$ cat src/rtl/reg_scoreboard.sv
// reg_scoreboard: GPR scoreboard and issue gate for the ID stage.
//   Tracks in-flight writers per GPR (r1..r31) and which destinations still
//   wait on load data. Drives stall (readygo = ~stall) and busy hints for
//   the ID forwarding muxes.
// Ports:
//   clk, rst           clock, async active-high reset
//   src1_*/src2_*      ID source addresses and use strobes
//   issue_*            ID->EX transfer; issue_tag is this instruction's tag
//   load_done[_tag]    MEM load data available for the given tag
//   wb_*               WB retirement
//   clear_all          pipeline-wide cancel (sync, highest priority)
//   stall, src*_busy   combinational from current state and ID inputs
//   inflight           total in-flight writers
//   perf_stall_cnt     stall cycle counter, present when SB_PERF_EN is defined
// Optional macro: SB_PERF_EN

// One tracked register: writer count, pending-load flag and the load's tag.
module sb_entry #(
  parameter int CNT_W = 2,
  parameter int TAG_W = 3
) (
  input  logic             clk,
  input  logic             rst,
  input  logic             clear,
  input  logic             inc,
  input  logic             dec,
  input  logic             is_load,
  input  logic [TAG_W-1:0] tag_in,
  input  logic             ld_done,
  input  logic [TAG_W-1:0] ld_done_tag,
  output logic [CNT_W-1:0] cnt,
  output logic             ld_pend
);
  localparam logic [CNT_W-1:0] CNT_MAX = '1;

  logic [CNT_W-1:0] cnt_q, cnt_d;
  logic             ld_pend_q, ld_pend_d;
  logic [TAG_W-1:0] ld_tag_q, ld_tag_d;

  always_comb begin
    cnt_d     = cnt_q;
    ld_pend_d = ld_pend_q;
    ld_tag_d  = ld_tag_q;
    if (clear) begin
      cnt_d     = '0;
      ld_pend_d = 1'b0;
      ld_tag_d  = '0;
    end else begin
      // issue and WB together cancel; saturate/underflow hold the count
      if (inc && !dec && cnt_q != CNT_MAX)   cnt_d = cnt_q + 1'b1;
      else if (dec && !inc && cnt_q != '0)   cnt_d = cnt_q - 1'b1;
      // tag match guards against a stale load whose entry was overwritten
      if (ld_done && ld_pend_q && ld_tag_q == ld_done_tag) ld_pend_d = 1'b0;
      // youngest writer decides the pending state; overrides a same-cycle done
      if (inc) begin
        ld_pend_d = is_load;
        if (is_load) ld_tag_d = tag_in;
      end
    end
  end

  always_ff @(posedge clk or posedge rst) begin
    if (rst) begin
      cnt_q     <= '0;
      ld_pend_q <= 1'b0;
      ld_tag_q  <= '0;
    end else begin
      cnt_q     <= cnt_d;
      ld_pend_q <= ld_pend_d;
      ld_tag_q  <= ld_tag_d;
    end
  end

  assign cnt     = cnt_q;
  assign ld_pend = ld_pend_q;
endmodule

module reg_scoreboard #(
  parameter int CNT_W        = 2,
  parameter int TAG_W        = 3,
  parameter int MAX_INFLIGHT = 4
) (
  input  logic             clk,
  input  logic             rst,
  input  logic [4:0]       src1_addr,
  input  logic             src1_use,
  input  logic [4:0]       src2_addr,
  input  logic             src2_use,
  input  logic             issue_fire,
  input  logic             issue_we,
  input  logic [4:0]       issue_dest,
  input  logic             issue_is_load,
  output logic [TAG_W-1:0] issue_tag,
  input  logic             load_done,
  input  logic [TAG_W-1:0] load_done_tag,
  input  logic             wb_fire,
  input  logic             wb_we,
  input  logic [4:0]       wb_dest,
  input  logic             clear_all,
  output logic             stall,
  output logic             src1_busy,
  output logic             src2_busy,
  output logic [2:0]       inflight,
  output logic [31:0]      perf_stall_cnt
);
  localparam int NREG  = 32;
  localparam int SUM_W = CNT_W + 5;
  localparam logic [CNT_W-1:0] CNT_MAX = '1;

  logic [NREG-1:0][CNT_W-1:0] cnt;
  logic [NREG-1:0]            ld_pend;
  logic [TAG_W-1:0]           tag_q, tag_d;
  logic [SUM_W-1:0]           sum;

  // r0 is hardwired zero: never busy, never pending
  assign cnt[0]     = '0;
  assign ld_pend[0] = 1'b0;

  for (genvar r = 1; r < NREG; r++) begin : g_ent
    sb_entry #(.CNT_W(CNT_W), .TAG_W(TAG_W)) u_ent (
      .clk         (clk),
      .rst         (rst),
      .clear       (clear_all),
      .inc         (issue_fire && issue_we && issue_dest == 5'(r)),
      .dec         (wb_fire && wb_we && wb_dest == 5'(r)),
      .is_load     (issue_is_load),
      .tag_in      (tag_q),
      .ld_done     (load_done),
      .ld_done_tag (load_done_tag),
      .cnt         (cnt[r]),
      .ld_pend     (ld_pend[r])
    );
  end

  // free-running tag; deliberately survives clear_all so tags stay unique
  always_comb tag_d = issue_fire ? tag_q + 1'b1 : tag_q;

  always_ff @(posedge clk or posedge rst) begin
    if (rst) tag_q <= '0;
    else     tag_q <= tag_d;
  end

  always_comb begin
    sum = '0;
    for (int r = 0; r < NREG; r++) sum = sum + SUM_W'(cnt[r]);
  end

  assign issue_tag = tag_q;
  assign inflight  = sum[2:0];
  assign src1_busy = src1_use && cnt[src1_addr] != '0;
  assign src2_busy = src2_use && cnt[src2_addr] != '0;
  assign stall     = (src1_use && ld_pend[src1_addr]) ||
                     (src2_use && ld_pend[src2_addr]) ||
                     (issue_we && cnt[issue_dest] == CNT_MAX) ||
                     (issue_we && sum == SUM_W'(MAX_INFLIGHT));

`ifdef SB_PERF_EN
  logic [31:0] perf_q, perf_d;
  always_comb perf_d = (stall && perf_q != 32'hFFFF_FFFF) ? perf_q + 32'd1 : perf_q;
  always_ff @(posedge clk or posedge rst) begin
    if (rst) perf_q <= '0;
    else     perf_q <= perf_d;
  end
  assign perf_stall_cnt = perf_q;
`else
  assign perf_stall_cnt = '0;
`endif

  // retiring a writer that was never counted means upstream bookkeeping broke
  a_wb_underflow: assert property (@(posedge clk) disable iff (rst)
    !(wb_fire && wb_we && wb_dest != 5'd0 && !clear_all && cnt[wb_dest] == '0));
endmodule

$ cat config.mk
export PLATFORM = sky130hd
export DESIGN_NAME = reg_scoreboard
export DESIGN_NICKNAME = d
export VERILOG_FILES = /design/src/rtl/reg_scoreboard.sv
export SDC_FILE = /design/constraint.sdc
export NUM_CORES = 1
export LEC_CHECK = 0
export CAP_MARGIN = 10
export CORE_ASPECT_RATIO = 1.4
export CORE_MARGIN = 5
export CORE_UTILIZATION = 55
export CTS_CLUSTER_SIZE = 8
export DETAILED_ROUTE_END_ITERATION = 10
export DONT_BUFFER_PORTS = 1
export GPL_ROUTABILITY_DRIVEN = 0
export PLACE_DENSITY_LB_ADDON = 0.12
export SLEW_MARGIN = 15
export SYNTH_ARGS = -nofsm -noshare
export SYNTH_HDL_FRONTEND = slang
export SYNTH_SLANG_ARGS = --single-unit
$ cat constraint.sdc
create_clock -name clk -period 9.8 [get_ports clk]
set_input_delay 1.96 -clock clk [delete_from_list [all_inputs] [get_ports clk]]
set_output_delay 1.96 -clock clk [all_outputs]
set_load 0.05 [all_outputs]
==> reports/qor.csv, run 1 <==
stage,metric,value,unit
sta,setup_violations,0,
setup_path,crit_chain,"inv_1, fa_1, inv_1, fa_1, fa_1, fa_1, fa_1, fa_1, inv_1, fa_1, inv_1, ha_1, inv_1, fa_1, or4_1, o21ai_0, nor3_1, nand4_1",
sta,fin_skew,8.45,ps
floorplan,start_util,55.5,%
floorplan,pin_count,75,
yosys,synth_ff_type,dfrtp_1,
yosys,syn-cell-area,0.0136,mm²
grt,met2_usage,46.8,%
sta,fmax,111,MHz
setup_path,cp.required,7840,ps
power_and_ir_drop,clkPwrFrac,39.9,%
power_and_ir_drop,p_per_area,126,mW/mm²
power_and_ir_drop,sequentialPowerShare,51.1,%
grt,use_met3,5.41,%
setup_path,end_kind,primary output,
yosys,yosys_warnings,0,
clocking,clk_path_buf_depth,2,
worst_hold_path,worstHoldStart,g_ent[17].u_ent.ld_tag_q[0],
power_and_ir_drop,power_switching,532,µW
sta,report.final.hold_viol_count,0,
sta,fin_setup_tns,0,ps
clocking,cts_tree,yes,
floorplan,fp.dieW,143,µm
setup_path,startpoint,g_ent[1].u_ent.cnt[1],
cells_and_area,finalInstanceArea,0.0141,mm²
sta,relSlewSlack,28.6,%
worst_hold_path,hold_class,reg -> reg,
clocking,clock_latency,440,ps
power_and_ir_drop,p_int,1240,µW
clocking,cts_inserted_buffers,17,
job,cap_violations,0,
place,dpl.cell_count,1791,
cells_and_area,antenna_cells,0,
power_and_ir_drop,p_leak,0.00563,µW
floorplan,fp.dieH,196,µm
grt,grt_pass1_vias,11300,
setup_path,r2r_slack,7980,ps
sta,tightest_slew,1070,ps
clocking,clk_pin_slew,70,ps
grt,grt_max_degree,187,
clocking,root_buffer,clkbuf_16,
drt,first_iter_violations,974,
setup_path,path_max_fanout,7,
drt,drt-total-wl,40.0,mm
setup_path,slowest_stage,fa_1,
sta,finalCritPeriodShare,91.7,%
setup_path,slowest_delay,560,ps
setup_path,critPathKind,reg -> out,
setup_path,cpMostUsedCell,fa_1,
drt,vias,11400,
place,placed_cell_area,0.0135,mm²
drt,firstDrtPassIters,6,
cells_and_area,multiInputGateArea,0.00802,mm²
grt,grt_usage,29.2,%
cells_and_area,syn2layout_area_growth,3.47,%
drt,wl_per_cell,21.9,µm
yosys,synthDistinctLibCells,60,
clocking,cts_max_level,4,
floorplan,rows,68,
clocking,cts_resized,0,
place,post-dp-hpwl,27.8,mm
power_and_ir_drop,comb_power_share,9.0,%
cells_and_area,fin_cells,1822,
clocking,post_cts_buffers,0,
grt,antenna_found_initial,0,
sta,period_minus_slack,8990,ps
setup_path,r2r_start,issue_tag[1],
status,status,completed,
drt,vias_per_cell,6.27,
place,io_buffers,0,
cells_and_area,fin_nets,1599,
power_and_ir_drop,irDropWorstVdd,222,µV
setup_path,cp-start-kind,register,
cells_and_area,drive_above_1_share,5.44,%
yosys,ys_seq_elements,189,
grt,grt_pass1_wl,63.1,mm
yosys,synthArstFlopShare,100,%
clocking,cts_sinks,189,
grt,met1_usage,37.6,%
cells_and_area,num-fill-cells,2313,
yosys,synthCells,1570,
cells_and_area,regArea,0.00473,mm²
clocking,cts_hold_repair.buffers,0,
yosys,ys_seq_area_share,34.8,%
sta,rsz0062_at_grt,false,
power_and_ir_drop,switching_share,30.1,%
grt,grt_overflow_total,0,
drt,drc_errors,0,
sta,maxSlewViolCount,0,
setup_path,arrival,7030,ps
drt,antenna_left,0,
grt,gr-max-usage-layer,met2,
floorplan,die-area,0.0280,mm²
yosys,synth_edf_count,0,
yosys,syn_avg_cell_area,8.66,µm²
floorplan,core_area,0.0245,mm²
final timing paths:
check,to,cells after the start
max,stall,18
min,g_ent[17].u_ent.ld_tag_q[0],2
max reg2reg,issue_tag[1],2
min reg2reg,g_ent[17].u_ent.ld_tag_q[0],2
max in group asynchronous,g_ent[13].u_ent.cnt[0],2
min in group asynchronous,g_ent[20].u_ent.ld_tag_q[0],1
kinds of logic (layout without fill, tap and decap cells):
group	Yosys count	in the layout	share of synthesized area, %
mux	70	70	7.02
fa+ha+maj	70	70	9.59
other cells	1	32	0.0276
flops	189	189	34.8
compound gates	328	328	13.8
simple gates	602	602	21.3
buf+inv	212	118	7.13
xor+xnor	98	98	6.31
registers in the layout, indices dropped and copies added, names as in the netlist:
register	count
issue_tag	3
g_ent.u_ent.ld_pend	31
g_ent.u_ent.cnt	62
g_ent.u_ent.ld_tag_q	93
worst max-delay path, delay by kind of cell, from the launching register on:
family	cells	cell delay, ps
adders and majority gates	9	4350
AOI/OAI and AO/OA	1	280
DFF	1	440
and+or+nand+nor	3	1170
buffers and inverters	5	330
per-layer routing:
| layer | share of wire, % | vias to the layer above |
|---|---|---|
| li1 | - | 5213 |
| met1 | 40 | 5653 |
| met2 | 48 | 458 |
| met3 | 6.6 | 108 |
| met4 | 5.5 | 0 |
| met5 | 0 | - |
layout by cell type, fill, tap and decap left out, types with 5 or more instances in the layout:
cell type / instances
dfrtp_1: 186
nand2_1: 169
a21oi_1: 169
nand3_1: 139
nor2_1: 126
xnor2_1: 97
inv_1: 85
o21ai_0: 72
fa_1: 57
mux2i_1: 47
nor3_1: 40
nand4_1: 32
conb_1: 32
o211ai_1: 25
mux4_2: 20
clkbuf_16: 17
a21o_1: 16
a211oi_1: 14
or2_1: 13
ha_1: 13
nor2b_1: 11
and2_1: 11
nor3_2: 10
and3_1: 8
nand3b_1: 8
nand2b_1: 7
a2111oi_0: 7
nor2_2: 5
a41oi_1: 5
clkinv_2: 5
stage by stage:
step	hold WS, ps	util, %	power, µW	worst slack [ps]
after floorplan	510	-	1060	1770
after global placement	522	55.0	1080	1330
after detailed placement	527	55.0	1080	1320
after CTS	536	57.4	1790	834
after global routing	554	57.4	1830	522
final	534	57.4	1770	812
cells in the mapped netlist (all sizes together) (2+ instances only):
cell     count  area, µm²
o21ai       74        370
nand2      169        634
mux2         3       33.8
or3          2       12.5
a41oi        5       43.8
nor2       132        515
and2        11       68.8
nor3        52        333
or2         18        113
mux2i       47        470
and3         8       50.1
nor4         3       18.8
clkbuf      61        229
buf         65        418
o31ai        4       30.0
o211ai      25        188
a31oi        5       31.3
xnor2       97        850
nand2b       7       43.8
nand3      139        696
nand4       32        200
nor3b        2       15.0
a211oi      14        105
ha          13        163
and3b        2       17.5
nor2b       11       68.8
a21oi      169        846
mux4        20        450
a21o        16        120
fa          57       1140
or4          2       15.0
a2111oi      7       61.3
nand3b       9       71.3
inv         86        323
dfrtp      189       4730
power groups by stage:
| stage | clock network (µW) | registers (µW) | logic, µW |
|---|---|---|---|
| after floorplan | 0 | 838 | 224 |
| after global placement | 0 | 918 | 158 |
| after detailed placement | 0 | 919 | 160 |
| after CTS | 721 | 904 | 161 |
| after global routing | 748 | 907 | 173 |
| final | 707 | 905 | 160 |
area by class of cell:
class	count	share of cell area (%)
clock buffers	21	3.35
repair buffers	1	0.0534
inverters	86	2.35
multi-input cells	1200	57.0
clock inverters	10	0.801
well taps	315	2.80
flip-flops and latches	189	33.7
Note: power is estimated with default switching activity, not from simulation.
==> run 2: changes to the inputs <==
--- a/config.mk
+++ b/config.mk
@@ -5,6 +5,7 @@
 export SDC_FILE = /design/constraint.sdc
 export NUM_CORES = 1
 export LEC_CHECK = 0
+export ABC_AREA = 1
 export CAP_MARGIN = 10
 export CORE_ASPECT_RATIO = 1.4
 export CORE_MARGIN = 5
==> run 2 against run 1 <==
- clock skew fell by 1.1 ps
- synthesized cell count up 23%
- global-route usage rose by 1.5 points
- area after synthesis rose by 3.3%
- clock power increased by 0.7%
- fmax up 5.2%
- non-clock buffer count up 2
- via count grew 15%
- clock-buffer cell count fell by 1
- critical endpoint unchanged
==> reports/qor.csv, run 2 <==
stage,metric,value,unit
status,status,completed,
power_and_ir_drop,p_per_area,364,mW/mm²
place,io_buffers,0,
drt,vias_per_cell,5.92,
cells_and_area,fin_nets,1987,
clocking,cts_inserted_buffers,17,
place,post-place-ws,1730,ps
floorplan,die-area,0.0289,mm²
floorplan,rows,69,
setup_path,worstRegToRegCells,2,
yosys,syn-cell-area,0.0140,mm²
yosys,synthTopCellsByArea,"dfrtp_1, nand2_1, fa_1, nand3_1, o21ai_0",
sta,tightest_slew,1140,ps
clocking,clk_path_buf_depth,2,
grt,grt_pass1_wl,69.2,mm
yosys,synthDistinctLibCells,51,
drt,wl_per_cell,20.1,µm
cells_and_area,final_common_cell,nand2_1,
drt,antenna_left,0,
cells_and_area,regMostFlops,g_ent.u_ent.ld_tag_q,
sta,relSlewSlack,23.5,%
clocking,cts_resized,0,
setup_path,r2r_start,issue_tag[2],
yosys,ys_seq_area_share,33.7,%
sta,finalCritPeriodShare,87.2,%
yosys,syn_avg_cell_area,7.26,µm²
setup_path,cp.required,7840,ps
place,post-dp-hpwl,33.4,mm
cells_and_area,finalInstanceArea,0.0146,mm²
clocking,root_buffer,clkbuf_16,
cells_and_area,largest_reg_flops,93,
cells_and_area,drive_above_1_share,5.43,%
cells_and_area,fin_cells,2215,
grt,grt_overflow_total,0,
setup_path,cp-start-kind,register,
yosys,synth_commonest_cells,"nand2_1, inv_1, dfrtp_1",
setup_path,path_buf_inv,5,
setup_path,cpMostUsedCell,fa_1,
drt,drc_errors,0,
sta,report.final.hold_viol_count,0,
setup_path,path_max_fanout,4,
sta,setup_slack,1260,ps
yosys,synthCells,1932,
clocking,post_cts_buffers,0,
power_and_ir_drop,p_leak,0.00685,µW
drt,drt-total-wl,44.5,mm
setup_path,crit_chain,"fa_1, fa_1, inv_1, fa_1, inv_1, fa_1, fa_1, fa_1, inv_1, fa_1, inv_1, ha_1, inv_1, fa_1, nor4_1, o2111ai_1, nand3_1, nand2_1, nand2_1",
sta,fin_skew,7.39,ps
setup_path,end_kind,primary output,
worst_hold_path,min_to,g_ent[1].u_ent.ld_tag_q[1],
clocking,cts_sinks,189,
yosys,yosys_warnings,0,
sta,period_minus_slack,8540,ps
drt,firstDrtPassIters,6,
yosys,synth_ff_type,dfrtp_1,
cells_and_area,num-fill-cells,2409,
floorplan,fp.dieW,145,µm
grt,grt_pass1_vias,12400,
yosys,ys_seq_elements,189,
place,placed_cell_area,0.0140,mm²
setup_path,r2r-end,g_ent[19].u_ent.ld_tag_q[2],
job,cap_violations,0,
cells_and_area,syn2layout_area_growth,4.21,%
grt,grt_max_degree,113,
cells_and_area,antenna_cells,0,
power_and_ir_drop,power,5320,µW
yosys,yosys.cell_count.top_type,nand2_1,
drt,first_iter_violations,1360,
clocking,cts_tree,yes,
grt,grt_usage,30.7,%
yosys,synth_top_area_share,33.7,%
grt,antenna_found_initial,0,
floorplan,pin_count,75,
floorplan,start_util,55.5,%
yosys,synth_top_area_cell,dfrtp_1,
clocking,clk_pin_slew,70,ps
clocking,clock_latency,460,ps
drt,vias,13100,
worst_hold_path,worstHoldStart,g_ent[1].u_ent.ld_tag_q[1],
cells_and_area,final_cell_mix,"nand2_1, inv_1, dfrtp_1",
clocking,cts_hold_repair.buffers,0,
setup_path,slowest_stage,fa_1,
sta,fin_setup_tns,0,ps
setup_path,r2r_slack,7770,ps
setup_path,slowest_delay,570,ps
sta,setup_violations,0,
power_and_ir_drop,irDropWorstVdd,3770,µV
setup_path,critPathKind,reg -> out,
worst_hold_path,hold_class,reg -> reg,
sta,rsz0062_at_grt,false,
floorplan,fp.dieH,199,µm
setup_path,crit_family,adder cells,
setup_path,arrival,6580,ps
place,dpl.cell_count,2183,
floorplan,core_area,0.0253,mm²
yosys,synthArstFlopShare,100,%
sta,fmax,117,MHz
clocking,cts_max_level,4,
worst_hold_path,whs_path_depth,2,
sta,maxSlewViolCount,0,
yosys,synth_edf_count,0,
==> run 2: area by class of cell <==
class                   count  area, µm²  area share, %
clock buffers              20        457           3.12
clock inverters            12        131          0.898
inverters                 235        895           6.12
multi-input cells        1437       7990           54.6
flip-flops and latches    189       4730           32.3
well taps                 319        399           2.73
repair buffers              3       22.5          0.154
==> run 2: metal layers <==
metal / routed length (µm) / track usage [%] / share of wire, %
met1: 16800 / 36.8 / 38
met2: 21400 / 51.1 / 48
met3: 3340 / 6.20 / 7.5
met4: 2980 / 18.5 / 6.7
met5: 0 / 0 / 0
==> run 2: cell families after synthesis <==
family / count (synthesis) / synth area share (%)
and+or+nand+nor: 900 / 27.5
AOI/OAI and AO/OA: 365 / 14.9
buffers and inverters: 337 / 10.2
DFF: 189 / 33.7
adders and majority gates: 70 / 9.29
xor gates and xnor gates: 68 / 4.24
muxes: 2 / 0.143
other: 1 / 0.0267
==> run 2: worst max path at each step <==
| stage | cells after the start | slack [ps] | startpoint | endpoint |
|---|---|---|---|---|
| final | 19 | 1260 | g_ent[20].u_ent.cnt[1] | stall |
| after global placement | 19 | 1760 | g_ent[20].u_ent.cnt[1] | stall |
| after CTS | 19 | 1250 | g_ent[1].u_ent.cnt[1] | stall |
| after floorplan | 19 | 2140 | g_ent[1].u_ent.cnt[1] | stall |
| after global routing | 19 | 970 | g_ent[1].u_ent.cnt[1] | stall |
| after detailed placement | 19 | 1730 | g_ent[1].u_ent.cnt[1] | stall |
==> run 2: power breakdown <==
part / switching, µW / total, µW / leakage (µW) / internal [µW]
sequential: 139 / 1040 / 0.00250 / 901
clock: 341 / 712 / 0.000268 / 370
combinational: 2270 / 3570 / 0.00409 / 1300
==> run 2: worst register-to-register path: cells and delay by family (launching register included) <==
kind,cells,cell delay (ps)
compound gates,1,460
flops,1,690
simple gates,1,770
==> run 2: metrics by stage <==
step	hold WS (ps)	utilization (%)
4_1_cts	504	57.8
6_report	509	57.8
3_3_place_gp	476	55.5
2_1_floorplan	453	-
3_5_place_dp	485	55.5
5_1_grt	532	57.8
